## config.mk

```make
export PLATFORM = sky130hd
export DESIGN_NAME = pipeline_hazard_ctrl
export DESIGN_NICKNAME = d
export VERILOG_FILES = /design/src/rtl/pipeline_hazard_pkg.sv /design/src/rtl/load_use_detect.sv /design/src/rtl/pipeline_hazard_ctrl.sv
export SDC_FILE = /design/constraint.sdc
export NUM_CORES = 1
export LEC_CHECK = 0
export CORE_UTILIZATION = 45
export DETAILED_ROUTE_END_ITERATION = 10
export PLACE_DENSITY = 0.76
export SLEW_MARGIN = 20
export SYNTH_ARGS = -nofsm -noshare
export SYNTH_HDL_FRONTEND = slang
export SYNTH_HIERARCHICAL = 1
export SYNTH_SLANG_ARGS = --single-unit
export TNS_END_PERCENT = 30
```

## constraint.sdc

```tcl
create_clock -name clk_i -period 3 [get_ports clk_i]
set_clock_uncertainty 0.15 [all_clocks]
set_input_delay 0.9 -clock clk_i [delete_from_list [all_inputs] [get_ports clk_i]]
set_output_delay 0.9 -clock clk_i [all_outputs]
set_load 0.02 [all_outputs]
```

## src/rtl/pipeline_hazard_pkg.sv

```systemverilog
// Shared types and constants for the pipeline hazard controller and the
// hazard-detection helpers that the forwarding unit also reuses.
package pipeline_hazard_pkg;

  localparam int REG_ADDR_W = 5;
  localparam logic [REG_ADDR_W-1:0] ZERO_REG = '0;

  typedef enum logic [1:0] {
    HOLD     = 2'd0,
    RUN      = 2'd1,
    MEM_WAIT = 2'd2,
    ERR      = 2'd3
  } state_e;

endpackage

```

## src/rtl/load_use_detect.sv

```systemverilog
// Load-use hazard: the ID instruction reads a register that a load in EX writes.
// Latency: combinational; no backpressure of its own.
module load_use_detect
  import pipeline_hazard_pkg::*;
(
  input  logic [REG_ADDR_W-1:0] id_rs1_i,
  input  logic [REG_ADDR_W-1:0] id_rs2_i,
  input  logic                  id_use_rs1_i,
  input  logic                  id_use_rs2_i,
  input  logic [REG_ADDR_W-1:0] ex_rd_i,
  input  logic                  ex_mem_read_i,
  output logic                  lu_hazard_o
);

  logic rs1_hit;
  logic rs2_hit;

  assign rs1_hit = id_use_rs1_i && (id_rs1_i == ex_rd_i);
  assign rs2_hit = id_use_rs2_i && (id_rs2_i == ex_rd_i);

  // x0 is hardwired to zero, so a load targeting it never creates a dependency.
  assign lu_hazard_o = ex_mem_read_i && (ex_rd_i != ZERO_REG) && (rs1_hit || rs2_hit);

endmodule

```

## src/rtl/pipeline_hazard_ctrl.sv

```systemverilog
// Stall/flush sequencer: post-reset hold, load-use bubbles, branch flushes, dmem stalls.
// Latency: outputs combinational from state and inputs; backpressure: freezes on dmem req without ack.
module pipeline_hazard_ctrl
  import pipeline_hazard_pkg::*;
#(
  parameter int HOLD_CYCLES = 2,
  parameter int MEM_TIMEOUT = 255,
  parameter int CNT_W       = 32
) (
  input  logic                  clk_i,
  input  logic                  rst_i,
  input  logic [REG_ADDR_W-1:0] id_rs1_i,
  input  logic [REG_ADDR_W-1:0] id_rs2_i,
  input  logic                  id_use_rs1_i,
  input  logic                  id_use_rs2_i,
  input  logic [REG_ADDR_W-1:0] ex_rd_i,
  input  logic                  ex_mem_read_i,
  input  logic                  id_branch_taken_i,
  input  logic                  dmem_req_i,
  input  logic                  dmem_ack_i,
  output logic                  pc_write_o,
  output logic                  if_id_write_o,
  output logic                  if_id_flush_o,
  output logic                  id_ex_bubble_o,
  output logic                  stall_all_o,
  output logic                  mem_err_o,
  output logic [CNT_W-1:0]      stall_cnt_o,
  output logic [CNT_W-1:0]      flush_cnt_o
);

  localparam logic [3:0] HOLD_LAST = 4'(HOLD_CYCLES - 1);
  localparam logic [7:0] WAIT_LAST = 8'(MEM_TIMEOUT - 1);

  state_e           state_q, state_d;
  logic [3:0]       hold_cnt_q, hold_cnt_d;
  logic [7:0]       wait_cnt_q, wait_cnt_d;
  logic             mem_err_q, mem_err_d;
  logic [CNT_W-1:0] stall_cnt_q, flush_cnt_q;
  logic             lu_hazard;
  logic             mstall;

  load_use_detect u_load_use_detect (
    .id_rs1_i      (id_rs1_i),
    .id_rs2_i      (id_rs2_i),
    .id_use_rs1_i  (id_use_rs1_i),
    .id_use_rs2_i  (id_use_rs2_i),
    .ex_rd_i       (ex_rd_i),
    .ex_mem_read_i (ex_mem_read_i),
    .lu_hazard_o   (lu_hazard)
  );

  assign mstall = dmem_req_i & ~dmem_ack_i;

  always_comb begin
    pc_write_o     = 1'b0;
    if_id_write_o  = 1'b0;
    if_id_flush_o  = 1'b1;
    id_ex_bubble_o = 1'b1;
    stall_all_o    = 1'b1;
    if (state_q == RUN || state_q == MEM_WAIT) begin
      if_id_flush_o  = 1'b0;
      id_ex_bubble_o = 1'b0;
      stall_all_o    = 1'b0;
      if (mstall) begin
        stall_all_o = 1'b1;
      end else if (lu_hazard) begin
        id_ex_bubble_o = 1'b1;
      end else if (id_branch_taken_i) begin
        // IF/ID stays enabled so it actually captures the NOP.
        pc_write_o    = 1'b1;
        if_id_write_o = 1'b1;
        if_id_flush_o = 1'b1;
      end else begin
        pc_write_o    = 1'b1;
        if_id_write_o = 1'b1;
      end
    end
  end

  always_comb begin
    state_d    = state_q;
    hold_cnt_d = hold_cnt_q;
    wait_cnt_d = wait_cnt_q;
    mem_err_d  = mem_err_q;
    case (state_q)
      HOLD: begin
        hold_cnt_d = hold_cnt_q + 4'd1;
        if (hold_cnt_q == HOLD_LAST) state_d = RUN;
      end
      RUN: begin
        if (mstall) begin
          state_d    = MEM_WAIT;
          wait_cnt_d = '0;
        end
      end
      MEM_WAIT: begin
        if (!mstall) begin
          state_d = RUN;
        end else if (wait_cnt_q == WAIT_LAST) begin
          state_d   = ERR;
          mem_err_d = 1'b1;
        end else begin
          wait_cnt_d = wait_cnt_q + 8'd1;
        end
      end
      ERR: begin
        state_d = ERR;
      end
      default: begin
        state_d = HOLD;
      end
    endcase
  end

  always_ff @(posedge clk_i or negedge rst_i) begin
    if (!rst_i) begin
      state_q     <= HOLD;
      hold_cnt_q  <= '0;
      wait_cnt_q  <= '0;
      mem_err_q   <= 1'b0;
      stall_cnt_q <= '0;
      flush_cnt_q <= '0;
    end else begin
      state_q    <= state_d;
      hold_cnt_q <= hold_cnt_d;
      wait_cnt_q <= wait_cnt_d;
      mem_err_q  <= mem_err_d;
      if (!pc_write_o) stall_cnt_q <= stall_cnt_q + 1'b1;
      if (if_id_flush_o) flush_cnt_q <= flush_cnt_q + 1'b1;
    end
  end

  assign mem_err_o   = mem_err_q;
  assign stall_cnt_o = stall_cnt_q;
  assign flush_cnt_o = flush_cnt_q;

endmodule

```

Word-level counts from Yosys, hierarchy flattened. Index checks and enable logic that the tools add are counted.

Bits in registers: 79. Output and inout bits: 70.

Multiplexer cells: 21. Equal/unequal tests: 12. Bitwise operators: 2. Add/subtract/negate cells: 4. Reductions and logical operators: 12.

Operator list (count): 32-bit by 1-bit adder with 32-bit output, second input constant (2); 8-bit 2-to-1 mux (3); 8-bit case mux with 2 select lines (1); 1-bit 2-to-1 mux (12); 5-bit equality test (2); 8-bit by 1-bit adder with 8-bit output, second input constant (1); 8-bit equality test, second input constant (1); 2-bit 2-to-1 mux (4); 2-bit != test, second input constant (4); 2-bit case mux with 4 select lines (1); 3-bit AND reduction (2); 5-bit nonzero test (1); 4-bit by 1-bit adder with 4-bit output, second input constant (1); 2-bit equality test, second input constant (2); 4-bit by 1-bit equality test with 1-bit output, second input constant (1); 1-bit logical AND (4); 4-bit AND reduction (1); 3-bit by 2-bit != test with 1-bit output, second input constant (1); 2-bit by 1-bit equality test with 1-bit output, second input constant (1); 2-bit logical NOT (1); 1-bit logical OR (2); 2-bit nonzero test (1); 1-bit AND (1); 1-bit inverter (1).

Logic depth before layout (Yosys ltp). Gate-level depths: netlist (run 1).

Word-level depth: 7. Depth in mapped cells: 11.

By module. The synthesis (run 1) kept the hierarchy.

By module, submodules not included: pipeline_hazard_ctrl (area an instance 3777.4 sq um, instances 1, cells each 343); load_use_detect (area an instance 133.9 sq um, instances 1, cells each 17).

Worst setup path after synthesis (run 1). OpenSTA, ideal clock, no wires.

Kind: input -> output. Start: input ex_rd_i[1]. End: output pc_write_o. Setup slack: -376 ps. Stages on the path: 7. Path buffers: 1. Arrival time: 2326 ps. Data required time: 1950 ps. Cells stage by stage: or4_1 > o21ai_1 > a21oi_1 > and2b_1 > nand2_1 > inv_1 > buf_4.

Longest elaborated chain between the ends: 7. Elaborated cells between the ends (all ways): 11.

RTL lines: start, declared (line pipeline_hazard_ctrl.sv:16) `input logic [REG_ADDR_W-1:0] ex_rd_i,`; 5-bit equality test, on equally long branches (line load_use_detect.sv:18, load_use_detect.sv:19); 1-bit logical AND, on equally long branches (line load_use_detect.sv:18, load_use_detect.sv:19); 1-bit logical OR (line load_use_detect.sv:22) `assign lu_hazard_o = ex_mem_read_i && (ex_rd_i != ZERO_REG) && (rs1_hit || rs2_hit);`; 1-bit logical AND (*) (line load_use_detect.sv:22); net lu_hazard (line pipeline_hazard_ctrl.sv:39) `logic lu_hazard;`; 1-bit 2-to-1 mux (*) (3 in a row); end, declared (line pipeline_hazard_ctrl.sv:21) `output logic pc_write_o,`.

The timed path passes the listed nets; every way through them passes the cells marked *.

Final worst setup path (run 1).
Start: input ex_rd_i[4]. End: output if_id_flush_o.

Longest elaborated chain between the ends: 7. Elaborated cells between the ends (all ways): 11.

RTL lines: 5-bit equality test, on equally long branches (line load_use_detect.sv:18, load_use_detect.sv:19); 1-bit logical AND, on equally long branches (line load_use_detect.sv:18, load_use_detect.sv:19); 1-bit logical OR (line load_use_detect.sv:22); 1-bit logical AND (*) (line load_use_detect.sv:22); net lu_hazard (line pipeline_hazard_ctrl.sv:39); 1-bit 2-to-1 mux (*) (line pipeline_hazard_ctrl.sv:66) `end else if (lu_hazard) begin`; 1-bit 2-to-1 mux (*) (line pipeline_hazard_ctrl.sv:64) `if (mstall) begin`; 1-bit 2-to-1 mux (*) (line pipeline_hazard_ctrl.sv:60) `if (state_q == RUN || state_q == MEM_WAIT) begin`; end, declared (line pipeline_hazard_ctrl.sv:23) `output logic if_id_flush_o,`.

Marked as above.

==> results of run 1 <==
## state kept, by name (all words and copies together) (netlist names)
register	count
wait_cnt_q	8
flush_cnt_o	32
stall_cnt_o	32
mem_err_o	1
state_q	2
hold_cnt_q	4
## final timing paths
check	start	to	depth (start not counted)
min reg2reg	flush_cnt_o[31]	flush_cnt_o[31]	1
max in group asynchronous	rst_i	flush_cnt_o[10]	2
min	flush_cnt_o[31]	flush_cnt_o[31]	1
max reg2reg	state_q[0]	stall_cnt_o[15]	9
min in group asynchronous	rst_i	flush_cnt_o[31]	1
max	ex_rd_i[4]	if_id_flush_o	8
## layer usage
metal | global-route usage | vias to the layer above
met4 | 0.0720 | 0
met3 | 0.0455 | 7
li1 | - | 1480
met5 | 0 | -
met1 | 0.252 | 1475
met2 | 0.335 | 84
## final cells by class
type | instances | area (µm²) | area share
clock inverters | 5 | 56.3 | 0.0105
well taps | 105 | 131 | 0.0245
repair buffers | 117 | 1100 | 0.205
inverters | 11 | 43.8 | 0.00817
multi-input cells | 266 | 1910 | 0.357
clock buffers | 11 | 141 | 0.0264
flip-flops and latches | 79 | 1980 | 0.369
## synthesized netlist by cell type (2+ instances only)
library cell,instances,area (µm²)
inv_1,10,37.5
a21o_1,2,15.0
nand3_1,28,140
xor2_1,42,368
nand2b_1,2,12.5
nand3b_1,2,15.0
nand4_1,19,119
nor3_1,4,20.0
and3_2,2,15.0
ha_1,11,138
a22o_1,2,17.5
o21ai_0,2,10.0
a21oi_1,2,10.0
and4_1,6,52.6
xnor2_1,39,342
and2b_1,2,15.0
nor4_1,2,12.5
dfrtp_1,79,1980
nand2_1,35,131
buf_6,2,22.5
nor2_1,25,93.8
and3_1,14,87.6
and2_1,3,18.8
## per-stage QoR
step,util,setup TNS (ns)
6_report,0.646,-1.16
5_1_grt,0.646,-1.56
4_1_cts,0.641,-1.25
3_5_place_dp,0.618,-39.72
3_3_place_gp,0.618,-36.49
2_1_floorplan,-,-0.505
## what timing repair did
action | in CTS | in global routing
cloned | 0 | 0
gates resized for setup | 77 | 22
endpoints found under the setup margin | 61 | 28
pin swaps | 12 | 14
## power by group
group          internal [mW]  switching (mW)
registers               1.06               0
clock network          0.408           0.382
logic                 0.0384          0.0426
## logic make-up (layout without fill, tap and decap cells)
logic type | after synthesis | after routing | synth area share
AOI/OAI and AO/OA | 16 | 16 | 0.0301
and+or+nand+nor | 157 | 157 | 0.226
buffers and inverters | 15 | 144 | 0.0192
DFF | 79 | 79 | 0.505
xor gates and xnor gates | 81 | 81 | 0.181
muxes | 1 | 1 | 0.00256
adders and majority gates | 11 | 11 | 0.0352
==> out/metrics.cfg, run 1 <==
[timing]
finalCritPeriodShare = 1.13
rsz0062_at_grt = true
setup_viol = 4
slew_violations = 0
finalHoldViolCount = 0
max_freq_ghz = 0.296
hold_ws_ns = 0.326
setup_slack_ns = -0.382
relSlewSlack = 0.590
post-route-min-period_ns = 3.38
worst_pin_slew_ns = 0.616

[cells_and_area]
stdcell_count = 594
syn2layout_area_growth_pct = 37.1
drive_above_1_share = 0.178
layout.nets = 518
final_cell_area_um2 = 5360
layout_common_cells = 79 x dfrtp_1, 71 x clkdlybuf4s50_1, 40 x xor2_1
final_common_cell = dfrtp_1
fillCellCount = 668
n_antenna_cell = 0

[cts]
cts_setup_buffers = 0
clockBufferDepth = 2
clk_latency_ns = 0.34
numCtsBuffers = 9
clk_pin_slew_ns = 0.08
cts_tree = yes
ctsHoldBuffers = 0
cts-htree-levels = 3
cts.sinks = 79
root_buffer = clkbuf_8

[placed_design]
dp_hpwl_mm = 6.19
finalWeightedCongestion = 0.788
place_ws_ns = -1.22
port_buffers = 92
dp_cells = 578
dpl_cell_area_um2 = 5130

[routing]
avgViaCountPerCell = 5.13
wl_met1_mm = 3.76
drtPass1Iterations = 4
num_vias = 3046
wire_per_inst_um = 14.3
routed-wl-met3_um = 408
met2_wirelength_mm = 4.29
top_layer_used = met4
antenna_left = 0
drtIter0Drc = 131
wl_mm = 8.51
drc = 0

[global_routing]
gr-total-overflow = 0
globalRouteTotalUtil = 0.200
antenna_found_initial = 0
grt_max_degree = 48
grt_pass1_wl_mm = 14.0
grt_pass1_vias = 3037

[setup_path]
critical_path.slowest_cell = or4_4
crit_type = input port to output port
worst_path_largest_cell_delay_ns = 0.51
crit_chain = buf_2 > or4_4 > o21ai_2 > a21oi_2 > nand2b_1 > o21a_1 > inv_2 > buf_6
end_kind = output port
cp.arrival_ns = 2.33
crit_path_max_fanout = 3
critPathBufInv = 3
reg2reg_setup_slack_ns = 0.67
path_delay_family = simple AND/OR/NAND/NOR gates
start_kind = input port
cp_data_required_time_ns = 1.95

[floorplan]
die_w_um = 95.2
start_util = 0.471
coreArea_um2 = 8300
dieHeight_um = 95.2
die-area_um2 = 9070
num_io_pins = 93
num_rows = 33

[synth]
syn-num-nets = 394
synth.distinct_cells = 48
seq_area_frac_synth = 0.505
syn_area_um2 = 3910
syn_inst = 360
ys_ff_latch = 79
syn_area_per_cell_um2 = 10.9
synth_async_sr_flop_share = 1.00
synth-edff-count = 0
ys.flop_type = dfrtp_1
ys.warnings.count = 6

[pwr]
pwr_density_cell_nw_per_um2 = 361
power.leakage_nw = 2.37
finalPower_mw = 1.94
peakVddDrop_mv = 0.336

[outcome]
violations = negative setup slack
outcome = finished, violations left

[flow_run]
cap_violations = 0

[hold_path]
hold_path_class = flop to flop

Power figures use the tool's default switching activity.
==> run 2, diff against run 1 <==
--- a/config.mk
+++ b/config.mk
@@ -7,6 +7,7 @@
 export LEC_CHECK = 0
 export CORE_UTILIZATION = 45
 export DETAILED_ROUTE_END_ITERATION = 10
+export HOLD_SLACK_MARGIN = 0.05
 export PLACE_DENSITY = 0.76
 export SLEW_MARGIN = 20
 export SYNTH_ARGS = -nofsm -noshare
==> results of run 2 <==
Final layout, timing and power as in run 1 (identical DEF).
==> run 3, diff against run 2 <==
--- a/config.mk
+++ b/config.mk
@@ -5,10 +5,12 @@
 export SDC_FILE = /design/constraint.sdc
 export NUM_CORES = 1
 export LEC_CHECK = 0
-export CORE_UTILIZATION = 45
+export CELL_PAD_IN_SITES_DETAIL_PLACEMENT = 1
+export CELL_PAD_IN_SITES_GLOBAL_PLACEMENT = 1
+export CORE_UTILIZATION = 35
 export DETAILED_ROUTE_END_ITERATION = 10
 export HOLD_SLACK_MARGIN = 0.05
-export PLACE_DENSITY = 0.76
+export PLACE_DENSITY_LB_ADDON = 0.1
 export SLEW_MARGIN = 20
 export SYNTH_ARGS = -nofsm -noshare
 export SYNTH_HDL_FRONTEND = slang
==> constraint.sdc (replaced) <==
create_clock -name clk_i -period 3 [get_ports clk_i]
set_clock_uncertainty 0.15 [all_clocks]
set_input_delay 0.9 -clock clk_i [delete_from_list [all_inputs] [get_ports clk_i]]
set_output_delay 0.9 -clock clk_i [all_outputs]
set_load 0.01 [all_outputs]
==> run 3 against run 2 <==
Against the previous run: the run still ends with negative setup slack left; via count rose by 2.5%; design area rose by 2.8%; clock power rose by 23%; maximum frequency rose by 3.1%; non-clock buffer count rose by 5; count of clock-buffer cells in the layout fell by 1.
==> out/metrics.cfg, run 3 (synthesis results as in run 1) <==
[routing]
drtIter0Drc = 85
drc = 0
drtPass1Iterations = 4
antenna_left = 0
wire_per_inst_um = 15.0
num_vias = 3121
wl_mm = 9.51
avgViaCountPerCell = 4.93

[cts]
cts_tree = yes
clk_pin_slew_ns = 0.07
clockBufferDepth = 2
clk_latency_ns = 0.35
numCtsBuffers = 9
cts.sinks = 79
cts-htree-levels = 3
root_buffer = clkbuf_8

[global_routing]
antenna_found_initial = 0
gr-total-overflow = 0
globalRouteTotalUtil = 0.181
grt_pass1_vias = 3346
grt_pass1_wl_mm = 16.5
grt_max_degree = 43

[timing]
worst_pin_slew_ns = 0.583
finalCritPeriodShare = 1.09
relSlewSlack = 0.612
finalHoldViolCount = 0
rsz0062_at_grt = true
setup_viol = 4
max_freq_ghz = 0.305
slew_violations = 0
post-route-min-period_ns = 3.28
setup_slack_ns = -0.279

[setup_path]
worst_path_largest_cell_delay_ns = 0.27
cp.arrival_ns = 2.23
crit_type = input port to output port
start_kind = input port
crit_chain = buf_4 > xor2_1 > nor4_2 > nand3_1 > a21oi_2 > and2b_1 > nand2_2 > inv_2 > buf_6
critical_path.slowest_cell = nor4_2
cp_data_required_time_ns = 1.95
crit_path_max_fanout = 3
end_kind = output port

[cells_and_area]
n_antenna_cell = 0
final_common_cell = dfrtp_1
drive_above_1_share = 0.185
fin_util = 0.508
syn2layout_area_growth_pct = 40.9
layout_common_cells = 79 x dfrtp_1, 69 x clkdlybuf4s50_1, 41 x xor2_1
layout.nets = 523

[flow_run]
cap_violations = 0

[outcome]
outcome = finished, violations left
violations = negative setup slack

[placed_design]
finalWeightedCongestion = 0.732
dp_hpwl_mm = 6.96
place_ws_ns = -1.16
port_buffers = 92

[pwr]
pwr_density_cell_nw_per_um2 = 385
power.leakage_nw = 2.43
peakVddDrop_mv = 0.157
finalPower_mw = 2.12

[floorplan]
num_rows = 38
start_util = 0.361
die_w_um = 108
dieHeight_um = 108
coreArea_um2 = 10800
num_io_pins = 93
die-area_um2 = 11600

[hold_path]
hold_path_class = flop to flop

-- run 3: changes by cell type in the layout (fill, tap and decap cells not counted), moves of 2 or more --
| cell | change |
|---|---|
| dlygate4sd2_1 | +3 |
| clkdlybuf4s50_1 | -2 |
| nand2b_4 | +2 |
| buf_2 | -2 |
| buf_4 | +7 |
| clkinv_2 | -2 |
| bufinv_16 | +2 |
-- run 3: cell type report --
type	count	area, µm²
fill	1204	5330
sequential	79	1980
multi-input combinational	266	1930
timing repair buffer	122	1140
tap	140	175
clock buffer	10	138
clock inverter	5	106
inverter	11	43.8
-- run 3: power breakdown --
group | switching (mW) | internal [mW] | total, mW
combinational | 0.0443 | 0.0411 | 0.0854
clock | 0.400 | 0.572 | 0.972
sequential | 0 | 1.06 | 1.06
-- run 3: metal layers --
layer  vias up  track usage  routed length (µm)
li1       1488            -                   -
met1      1554        0.232                4360
met2        69        0.301                4670
met3        10       0.0321                 344
met4         0       0.0705                 136
met5         -            0                   0
-- run 3: what timing repair did --
item                                    in CTS  in global routing
endpoints found under the setup margin      58                 22
gates cloned                                 0                  0
hold buffers                                 0                  0
buffers inserted                             2                  2
resized for setup                           80                 18
pin swaps                                   16                 15
-- run 3: per-stage QoR --
step	instances	instance area, µm²	hold WS (ns)	TNS (ns)
2_1_floorplan	360	3910	0.296	-0.432
4_1_cts	631	5450	0.329	-1.05
3_5_place_dp	614	5180	0.316	-37.23
5_1_grt	633	5510	0.350	-1.39
6_report	633	5510	0.323	-0.898
3_3_place_gp	614	5180	0.310	-34.73
-- run 3: worst paths after layout --
kind / startpoint / slack (ns) / end / depth (start not counted)
max in group asynchronous: rst_i / 1.69 / stall_cnt_o[3] / 2
min in group asynchronous: rst_i / 0.39 / flush_cnt_o[30] / 1
worst max register to register: state_q[0] / 0.60 / stall_cnt_o[27] / 9
worst min register to register: flush_cnt_o[31] / 0.32 / flush_cnt_o[31] / 1
worst min-delay path: flush_cnt_o[31] / 0.32 / flush_cnt_o[31] / 1
worst max-delay path: ex_rd_i[0] / -0.28 / if_id_write_o / 9
-- run 3: worst max-delay path: cells and delay by family --
kind                      cells  cell delay (ns)
and+or+nand+nor               4             0.70
xor gates and xnor gates      1             0.14
buffers and inverters         3             0.29
AOI/OAI and AO/OA             1             0.18
